**config.mk**
```make
export PLATFORM = sky130hd
export DESIGN_NAME = urna_entrada
export DESIGN_NICKNAME = d
export VERILOG_FILES = /design/src/rtl/urna_entrada.sv
export SDC_FILE = /design/constraint.sdc
export NUM_CORES = 1
export LEC_CHECK = 0
export ABC_AREA = 1
export CAP_MARGIN = 30
export CORE_ASPECT_RATIO = 1.5
export CORE_UTILIZATION = 25
export DETAILED_ROUTE_END_ITERATION = 7
export PLACE_DENSITY = 0.49
export RECOVER_POWER = 25
export SLEW_MARGIN = 25
export SYNTH_ARGS = -nofsm -noshare
export SYNTH_HDL_FRONTEND = slang
export SYNTH_SLANG_ARGS = --single-unit
export TNS_END_PERCENT = 5
```
**constraint.sdc**
```tcl
create_clock -name Clock -period 1.8 [get_ports Clock]
set_clock_uncertainty 0.2 [all_clocks]
set_input_delay 0.27 -clock Clock [delete_from_list [all_inputs] [get_ports Clock]]
set_output_delay 0.27 -clock Clock [all_outputs]
set_load 0.02 [all_outputs]
```
**src/rtl/urna_entrada.sv**
```systemverilog
// rtl/urna_entrada.sv - vote-digit entry: key synchronizers, debouncers and the entry FSM
// Confirm/finish keys are debounced into single press events that drive a 4-digit collector.

module urna_entrada_debounce #(
    parameter int DEB_COUNT = 500000
) (
    input  logic Clock,
    input  logic Reset,
    input  logic key_n,
    output logic press
);

    localparam logic [19:0] DEB_LAST = 20'(DEB_COUNT - 1);

    logic        sync1;
    logic        sync2;
    logic        level;
    logic        level_d;
    logic        armed;
    logic [1:0]  age;
    logic [19:0] count;

    // A key only becomes eligible once it has been seen released after reset,
    // so a key held through reset cannot fire when the chain refills with real samples.
    always_ff @(posedge Clock) begin
        if (Reset) begin
            sync1   <= 1'b1;
            sync2   <= 1'b1;
            level   <= 1'b1;
            level_d <= 1'b1;
            armed   <= 1'b0;
            age     <= 2'd0;
            count   <= 20'd0;
        end else begin
            sync1   <= key_n;
            sync2   <= sync1;
            level_d <= level;
            if (age != 2'd2)
                age <= age + 2'd1;
            if (age == 2'd2 && sync2)
                armed <= 1'b1;
            if (sync2 == level) begin
                count <= 20'd0;
            end else if (count == DEB_LAST) begin
                count <= 20'd0;
                level <= sync2;
            end else begin
                count <= count + 20'd1;
            end
        end
    end

    assign press = armed & level_d & ~level;

endmodule

module urna_entrada #(
    parameter int DEB_COUNT = 500000
) (
    input  logic       Clock,
    input  logic       Reset,
    input  logic [3:0] SwDigit,
    input  logic       KeyConfirm_n,
    input  logic       KeyFinish_n,
    output logic [3:0] Digit,
    output logic       Valid,
    output logic       Finish,
    output logic [2:0] Count,
    output logic       Locked,
    output logic       Invalid
);

    typedef enum logic [1:0] {
        IDLE    = 2'd0,
        COLLECT = 2'd1,
        LOCKED  = 2'd2
    } state_t;

    state_t     state;
    state_t     state_next;
    logic [3:0] sw_sync1;
    logic [3:0] sw_sync2;
    logic [3:0] digit_next;
    logic [2:0] count_next;
    logic       valid_next;
    logic       finish_next;
    logic       invalid_next;
    logic       confirm_ev;
    logic       finish_ev;

    urna_entrada_debounce #(.DEB_COUNT(DEB_COUNT)) u_confirm (
        .Clock (Clock),
        .Reset (Reset),
        .key_n (KeyConfirm_n),
        .press (confirm_ev)
    );

    urna_entrada_debounce #(.DEB_COUNT(DEB_COUNT)) u_finish (
        .Clock (Clock),
        .Reset (Reset),
        .key_n (KeyFinish_n),
        .press (finish_ev)
    );

    always_ff @(posedge Clock) begin
        if (Reset) begin
            sw_sync1 <= 4'd0;
            sw_sync2 <= 4'd0;
            state    <= IDLE;
            Digit    <= 4'd0;
            Count    <= 3'd0;
            Valid    <= 1'b0;
            Finish   <= 1'b0;
            Invalid  <= 1'b0;
        end else begin
            sw_sync1 <= SwDigit;
            sw_sync2 <= sw_sync1;
            state    <= state_next;
            Digit    <= digit_next;
            Count    <= count_next;
            Valid    <= valid_next;
            Finish   <= finish_next;
            Invalid  <= invalid_next;
        end
    end

    // Finish outranks confirm; a locked vote silently ignores further confirms.
    always_comb begin
        state_next   = state;
        digit_next   = Digit;
        count_next   = Count;
        valid_next   = 1'b0;
        finish_next  = 1'b0;
        invalid_next = 1'b0;
        if (finish_ev) begin
            finish_next = 1'b1;
            count_next  = 3'd0;
            state_next  = IDLE;
        end else if (confirm_ev && state != LOCKED) begin
            if (sw_sync2 > 4'd9) begin
                invalid_next = 1'b1;
            end else begin
                valid_next = 1'b1;
                digit_next = sw_sync2;
                count_next = Count + 3'd1;
                state_next = (Count == 3'd3) ? LOCKED : COLLECT;
            end
        end
    end

    assign Locked = (state == LOCKED);

endmodule

```
# Yosys cells after proc, flatten, opt, wreduce, memory -nomap -nowiden
# Index checks and enable logic that the tools add are counted.
dict set report classes {
  add_sub_neg 5
  multipliers 0
  n_div 0
  n_lt_le_gt_ge 1
  n_eq_ne 11
  shift 0
  n_mux 4
  n_bitwise 11
  n_reduce_logical 11
}
# operator n
set ops {}
lappend ops {{$add A20 B1 Y20 const B} 2}
lappend ops {{$eq A20 B19 Y1 const B} 2}
lappend ops {{$reduce_or A3 Y1} 3}
lappend ops {{$not A1 Y1} 7}
lappend ops {{$eq A2 B2 Y1 const B} 3}
lappend ops {{$ne A2 B2 Y1 const B} 3}
lappend ops {{$reduce_and A2 Y1} 3}
lappend ops {{$add A2 B1 Y2 const B} 2}
lappend ops {{$and A1 B1 Y1} 4}
lappend ops {{$gt A4 B4 Y1 const B} 1}
lappend ops {{$add A3 B1 Y3 const B} 1}
lappend ops {{$eq A3 B2 Y1 const B} 1}
lappend ops {{$logic_and A1 B1 Y1} 3}
lappend ops {{$mux W1} 3}
lappend ops {{$reduce_and A3 Y1} 1}
lappend ops {{$eq A1 B1 Y1} 2}
lappend ops {{$mux W2} 1}
lappend ops {{$reduce_or A2 Y1} 1}
dict set report word_totals {
  register_bits 74
  latch_bits 0
  mem_bits_rw 0
  mem_bits_ro 0
  word_cells 65
  memories 0
}

# Depth between registers and ports, before layout
# Gate-level depths: netlist of run 1.
dict set report depth {
  depth_word 5
  ltp_mapped 9
}

# Cells and area by module
# A second synthesis of run 1 with hierarchy kept.
dict set report unflattened {
  hier_cells 494
  hier_area_um2 3427.0
}
# mod instances cells_each area_each_um2 seq_area_each_um2
set modules_own_cells {}
lappend modules_own_cells {urna_entrada_debounce 2 199 1320.0 540.5}
lappend modules_own_cells {urna_entrada 1 96 787.0 400.4}

# Worst setup path before layout of run 1
# No wires, ideal clock.
dict set report synth_timing {
  kind {reg-to-reg}
  startpoint {register u_finish.count[0]}
  endpoint {register u_finish.count[16]}
  setup_time_ps 115
  t_arrival_ps 1277
  slack_ps 208
  stages_incl_launch_ff 8
  cell_sequence {dfxtp_1 -> ha_1 -> nand3_1 -> nor2_1 -> nand3_1 -> nand2_2 -> buf_4 -> nor2_1}
}
dict set report synth_between {
  elab_chain_len 2
}
# item line_no
set synth_lines {}
lappend synth_lines {{start: declaration} 21} ;# logic [19:0] count;
lappend synth_lines {{start signal: assignment} 48} ;# count <= count + 20'd1;
lappend synth_lines {{parallel branches: the longest is 2 deep, another holds $add A20 B1 Y20} n/a}
# Several ways; the timed one is not identified.
# A chain may end at the register's enable or synchronous reset.

# Worst setup path in the final report of run 1
dict set report layout_timing {
  startpoint {register Digit[0]}
  endpoint {output Digit[0]}
}
# item line_no
set layout_lines {}
lappend layout_lines {{start: declaration} 65} ;# output logic [3:0] Digit,
lappend layout_lines {{start signal: assignment} 119} ;# Digit <= digit_next;
# No word-level cell between the ends.

==> run summary, run 1 <==
====================================================================================
WL per Instance                                                              10.1 um
Post-detailed-routing wire length                                            6210 um
Cell Area, Synth                                                            3130 um2
Largest net degree at the start of global routing                                 20
Class of the tightest hold or removal check                                  reg2reg
Library cells used by synthesis                                                   28
Post-route setup TNS                                                            0 ps
Number of DRC markers after the initial detailed-route iteration                 108
Share of synthesized area occupied by flip-flops and latches                   47.3%
Number of hold buffers added after cts                                             0
Worst slack at placement                                                     46.0 ps
Cell area power density                                                   950 nW/um2
Number of placed I/O pins                                                         19
Global placement routability congestion                                        0.759
Final Net Count                                                                  469
Share of final-layout standard cells stronger than drive strength 1            8.26%
Antenna fix cells                                                                  0
Synth area leader                                                            dfxtp_1
Total setup violations reported at the end of the flow                             0
Unrepaired setup endpoints after global routing                                 true
Transition at the pin with the smallest max-transition slack                  652 ps
Number of iterations in the first detailed-routing pass                            4
Number of buffers inserted by post-CTS setup repair                                0
Final instance area                                                         3870 um2
Number of endpoints with negative hold slack in the final report                   0
Count of yosys warnings during synthesis                                           0
Die outline area                                                           13000 um2
Most common cell in the synthesized netlist                                   nor2_1
Sinks on the clock net                                                            74
Starting density of the core                                                   25.9%
Number of enable flip-flop cells after synthesis                                   0
Most used standard cells in the synthesized netlist                     nor2_1, nand2_1, dfxtp_1
Synthesized instance count                                                       423
Category of the critical setup timing path                                   reg2out
Minimum clock period                                                         1750 ps
Critical path arrival                                                        1280 ps
Terminating pin of the worst hold path                                   sw_sync2[0]
Vias after detailed routing                                                     2602
Mean instance size in the synthesized netlist                               7.40 um2
Global-route wire length before repair                                      10900 um
Y dimension of the die                                                        139 um
Peak VDD IR                                                                   617 uV
Slowest library cell on the worst path                                  clkdlybuf4s50_1
Startpoint of the worst-slack reg-to-reg timing path                    u_confirm.count[0]
Result of the run                                                       finished, final reports clean
Cell-by-cell listing of the critical path                               clkdlybuf4s50_1
Number of buffer and inverter stages on the critical path                          1
Synth Flop Type                                                              dfxtp_1
Peak per-stage delay on the critical path                                     610 ps
Critical Path Fanout Max                                                           2
Slack of the worst reg-to-reg path                                            100 ps
Residual antenna-violating net count after detailed routing                        0
Clk_lat worst skew                                                            340 ps
CTS Root Cell                                                              clkbuf_16
MaxCap Viol Count                                                                  0
Number of buffers inserted during clock tree synthesis                             9
Flip-flop and latch count after synthesis                                         74
Leakage dissipation                                                          1.40 nW
Post-route clock period utilization                                            97.3%
Cell types with the largest area share after synthesis                  dfxtp_1, nor2_1, nand2_1
Worst hold path depth                                                              2
Detailed placer's ending HPWL                                                4650 um
Final Slew Violations                                                              0
Area Overhead vs Synth                                                         23.5%
Proportion of synthesized flip-flops having asynchronous set or reset             0%
Placeable core region                                                      12100 um2
Max-slew headroom at the worst pin                                             56.6%
Number of filler instances in the final layout                                  1308
FMAX                                                                       0.571 GHz
FP Rows                                                                           49
CTS tree                                                                        done
Clock-pin slew on the worst setup and hold paths                               60 ps
Required time at the worst-slack endpoint                                    1330 ps
Global-route congestion overflow total                                             0
Worst flop-to-flop path endpoint                                        u_confirm.count[13]
Post-route DRC                                                                     0
Origin of the worst min-delay path                                       sw_sync1[0]
Cell area after placement                                                   3560 um2
Clk buf depth                                                                      2
Initial antenna violation count                                                    0
Clock H-tree levels                                                                3
Vias per cell                                                                   4.24
Via count of the first global-routing pass                                      2489
Final Worst Setup Slack                                                      49.1 ps
Depth of the most critical reg-to-reg path                                         7
Worst setup SP type                                                             flop
Critical Path Sink Type                                                  output port
Crit-path leading delay family                                          buffers and inverters
Die Span X                                                                   93.4 um
Port Buf Inserts                                                                  18
Nets in the synthesized netlist                                                  437
Global router's overall resource usage                                         10.7%
Top-area cell type share of the netlist area                                   47.3%
====================================================================================
[placed cells by master, fill, tap and decap left out, drive strengths merged]
cell type      Yosys  layout
a21oi             24      24
buf                4       7
bufinv             0       1
clkbuf             1      11
clkdlybuf4s50      0      12
clkinv             0       4
clkinvlp           0       2
dfxtp             74      74
dlygate4sd2        0       2
dlygate4sd3        0       1
dlymetal6s2s       0       3
ha                 6       6
inv               41      40
nand2             85      85
nand3             27      27
nand3b             3       3
nand4              4       4
nor2             102     102
nor3               6       6
o21a               1       1
o21ai             13      13
o21bai             2       2
or2                9       9
xnor2              9       9
xor2              12      12
[sequential cells by signal, indices dropped and copies added (netlist names), 2 cells and up]
name	count
sw_sync1	4
u_confirm.age	2
Digit	4
Count	3
u_finish.count	20
u_finish.age	2
sw_sync2	4
u_confirm.count	20
state	2
[final cells by class]
class	count	area (um2)	share of cell area (%)
clock inverter	6	67.6	1.75
inverter	41	154	3.98
timing repair buffer	26	267	6.89
clock buffer	10	229	5.92
tap	153	191	4.95
sequential	74	1480	38.3
multi-input combinational	303	1480	38.2
[how the worst max path moves through the flow]
stage                        from             endpoint  slack (ps)  cells past startpoint
2_1_floorplan   u_finish.count[0]   u_finish.count[16]         210                      7
3_3_place_gp                Reset  u_confirm.count[16]          80                      7
3_5_place_dp                Reset  u_confirm.count[13]          50                      7
4_1_cts                  Count[1]             Count[1]          10                      1
5_1_grt        u_confirm.count[0]  u_confirm.count[13]          -6                      7
6_report                 Digit[0]             Digit[0]          50                      1
[power breakdown]
part	total (mW)	internal (mW)	switching (mW)
combinational	0.175	0.0795	0.0951
clock	1.78	1.07	0.701
sequential	1.72	1.70	0.0268
[metrics by stage]
step | power, mW | std cells | hold slack (ps) | util [%]
after floorplan | 1.88 | 423 | 174 | -
after global placement | 1.93 | 597 | 191 | 29.5
after detailed placement | 1.94 | 597 | 194 | 29.5
after CTS | 3.73 | 613 | 205 | 31.9
after global routing | 3.85 | 613 | 214 | 32.0
final | 3.67 | 613 | 202 | 32.0
[metal layers]
metal	vias up	part of all wire [%]	GRT usage, %	wire, um
met5	-	0	0	0
li1	1391	-	-	-
met2	28	52	18.7	3220
met3	12	2.2	2.30	136
met1	1171	43	11.4	2690
met4	0	2.7	6.80	170
[timing repair]
action / 4_1_cts / 5_1_grt
pin swaps: 0 / 0
gates resized for setup: 2 / 7
endpoints found under the hold margin: 0 / 0
setup endpoints to repair: 2 / 26
[kinds of logic (layout without fill, tap and decap cells)]
| logic type | Yosys count | count (layout) | share of synthesized area (%) |
|---|---|---|---|
| compound gates | 40 | 40 | 6.63 |
| buf+inv | 46 | 83 | 5.91 |
| xor+xnor | 21 | 21 | 5.87 |
| simple gates | 236 | 236 | 31.9 |
| fa+ha+maj | 6 | 6 | 2.40 |
| flops | 74 | 74 | 47.3 |
Power figures use the tool's default switching activity.
==> run 2: changes to the inputs <==
--- a/config.mk
+++ b/config.mk
@@ -10,8 +10,10 @@
 export CORE_ASPECT_RATIO = 1.5
 export CORE_UTILIZATION = 25
 export DETAILED_ROUTE_END_ITERATION = 7
+export GPL_ROUTABILITY_DRIVEN = 0
 export PLACE_DENSITY = 0.49
 export RECOVER_POWER = 25
+export REMOVE_ABC_BUFFERS = 1
 export SLEW_MARGIN = 25
 export SYNTH_ARGS = -nofsm -noshare
 export SYNTH_HDL_FRONTEND = slang
==> run 2 against run 1 <==
Effect of this change: worst hold slack better by 2.8 ps; combinational power is essentially flat; maximum frequency is essentially flat; die area unchanged; design area shrank 1.2%; first-iteration DRC count shrank 32%; global-route usage increased by 0.14 points; sequential share of layout area up 0.45 points; register-to-register slack better by 20 ps; clock power is 12% lower; non-clock buffer count increased by 2; wire length grew 0.35%; critical path type unchanged; critical endpoint is now Digit[1]; largest cell class unchanged.
==> run summary, run 2 (synthesis results as in run 1) <==
==================================================================================
Registers with the most flip-flops                                    u_confirm.count x20, u_finish.count x20
Largest net degree at the start of global routing                               20   unchanged
Global-route congestion overflow total                                           0   unchanged
Final Worst Setup Slack                                                    47.8 ps   -1.34 ps
Worst setup SP type                                                           flop
Required time at the worst-slack endpoint                                  1330 ps   about the same
Post-route DRC                                                                   0   unchanged
Starting density of the core                                                 25.9%   unchanged
Via count of the first global-routing pass                                    2560   +2.9%
Final Net Count                                                                471   +0.43%
WL per Instance                                                            10.2 um   +0.35%
Die Span X                                                                 93.4 um   unchanged
Switching power share of the total                                           22.2%   -0.22 points
Clock network fraction of design power                                       45.0%   -3.3 points
Port Buf Inserts                                                                18   unchanged
Internal power component                                                   2.69 mW   -5.5%
Global router's overall resource usage                                       10.8%   +0.14 points
Post-route setup TNS                                                          0 ps   unchanged
Number of DRC markers after the initial detailed-route iteration                73   -32%
Critical path arrival                                                      1280 ps   about the same
Clock-pin slew on the worst setup and hold paths                             60 ps   about the same
Max-slew headroom at the worst pin                                           69.7%   +13 points
Total setup violations reported at the end of the flow                           0   unchanged
Clock H-tree levels                                                              3   unchanged
Detailed placer's ending HPWL                                              4690 um   +0.90%
CTS Root Cell                                                            clkbuf_16
FMAX                                                                     0.571 GHz   about the same
Number of placed I/O pins                                                       19   unchanged
Peak VDD IR                                                                 331 uV   -46%
Leakage dissipation                                                        1.37 nW   -2.3%
Number of buffer and inverter stages on the critical path                        1   unchanged
Result of the run                                                     finished, final reports clean
Number of buffers inserted during clock tree synthesis                           9   unchanged
Minimum clock period                                                       1750 ps   +1.34 ps
Final instance area                                                       3820 um2   -1.2%
Cell area after placement                                                 3570 um2   +0.42%
Part of the total power dissipated in combinational logic                     5.1%   +0.3 points
Number of iterations in the first detailed-routing pass                          4   unchanged
Y dimension of the die                                                      139 um   unchanged
Clk_lat worst skew                                                          330 ps   about the same
Slowest library cell on the worst path                                clkdlybuf4s50_1
Critical Path Fanout Max                                                         2   unchanged
Antenna fix cells                                                                0   unchanged
FP Rows                                                                         49   unchanged
Post-route clock period utilization                                          97.3%   about the same
Number of buffers inserted by post-CTS setup repair                              0   unchanged
Vias per cell                                                                 4.29   +1.2%
Initial antenna violation count                                                  0   unchanged
Global-route wire length before repair                                    11000 um   +1.5%
Most common library cell in the layout ignoring fill and taps               nor2_1
Area Overhead vs Synth                                                       22.1%
CTS tree                                                                      done
Vias after detailed routing                                                   2632   +1.2%
Share of final-layout standard cells stronger than drive strength 1          7.83%   -0.43 points
Crit-path leading delay family                                        buffers and inverters
Transition at the pin with the smallest max-transition slack                455 ps   -197 ps
Placeable core region                                                    12100 um2   unchanged
Final Slew Violations                                                            0   unchanged
Number of filler instances in the final layout                                1308   unchanged
Category of the critical setup timing path                                 reg2out
Share of total power in sequential cells                                     49.9%   +3.0 points
Switching Power                                                           0.768 mW   -6.7%
Clk buf depth                                                                    2   unchanged
Peak per-stage delay on the critical path                                   610 ps   about the same
Highest-count cells in the layout ignoring fill and taps              nor2_1, nand2_1, dfxtp_1
Die outline area                                                         13000 um2   unchanged
Worst slack at placement                                                   38.5 ps   -7.50 ps
Unrepaired setup endpoints after global routing                              false
Critical Path Sink Type                                                output port
Cell-by-cell listing of the critical path                             clkdlybuf4s50_1
MaxCap Viol Count                                                                0   unchanged
Cell area power density                                                 905 nW/um2   -4.7%
Number of endpoints with negative hold slack in the final report                 0   unchanged
Residual antenna-violating net count after detailed routing                      0   unchanged
Sinks on the clock net                                                          74   unchanged
Class of the tightest hold or removal check                                reg2reg
Post-detailed-routing wire length                                          6240 um   +0.35%
==================================================================================
## run 2: cell count changes in the layout (fill, tap and decap cells not counted), sizes merged
cell,delta
clkinv,-1
clkbuf,+2
buf,+1
inv,+1
clkinvlp,-2
clkdlybuf4s50,+2
bufinv,-1
dlymetal6s2s,-2
## run 2: cell type report
| type | count | area (um2) | share of cell area [%] |
|---|---|---|---|
| clock buffer | 11 | 233 | 6.09 |
| sequential | 74 | 1480 | 38.7 |
| multi-input combinational | 303 | 1470 | 38.5 |
| inverter | 41 | 154 | 4.02 |
| timing repair buffer | 28 | 273 | 7.13 |
| clock inverter | 3 | 18.8 | 0.491 |
| tap | 153 | 191 | 5.01 |
## run 2: worst min-delay path, delay by kind of cell, from the launching register on
kind,cells,cell delay [ps]
buf+inv,1,40
flops,1,290
simple gates,1,30
## run 2: power by group through the flow
stage | combinational [mW] | clock (mW) | sequential, mW
2_1_floorplan | 0.121 | 0 | 1.75
3_3_place_gp | 0.171 | 0 | 1.76
3_5_place_dp | 0.179 | 0 | 1.76
4_1_cts | 0.180 | 1.61 | 1.73
5_1_grt | 0.203 | 1.68 | 1.73
6_report | 0.175 | 1.56 | 1.73
## run 2: metal layers
metal,vias to the layer above,GRT usage (%),part of all wire [%]
li1,1391,-,-
met1,1211,11.0,42
met2,20,19.6,54
met3,10,2.85,2.4
met4,0,5.83,2.1
met5,-,0,0
## run 2: repair_timing
item	4_1_cts	5_1_grt
gates resized for setup	2	4
setup endpoints to repair	2	7
hold buffers	0	0
endpoints found under the hold margin	0	0
gates cloned	0	0
## run 2: path summary, 6_finish.rpt
check	from	endpoint	slack, ps	cells after the start
setup / recovery	Digit[1]	Digit[1]	50	1
setup reg to reg	u_confirm.count[0]	u_confirm.count[4]	120	7
hold reg to reg	sw_sync1[0]	sw_sync2[0]	200	2
hold / removal	sw_sync1[0]	sw_sync2[0]	200	2
## run 2: per-stage QoR
step / utilization [%] / hold WS, ps / power [mW] / std cells
after floorplan: - / 139 / 1.88 / 418
after global placement: 29.6 / 192 / 1.93 / 599
after detailed placement: 29.6 / 194 / 1.94 / 599
after CTS: 31.6 / 206 / 3.52 / 613
after global routing: 31.7 / 219 / 3.62 / 613
final: 31.7 / 204 / 3.46 / 613
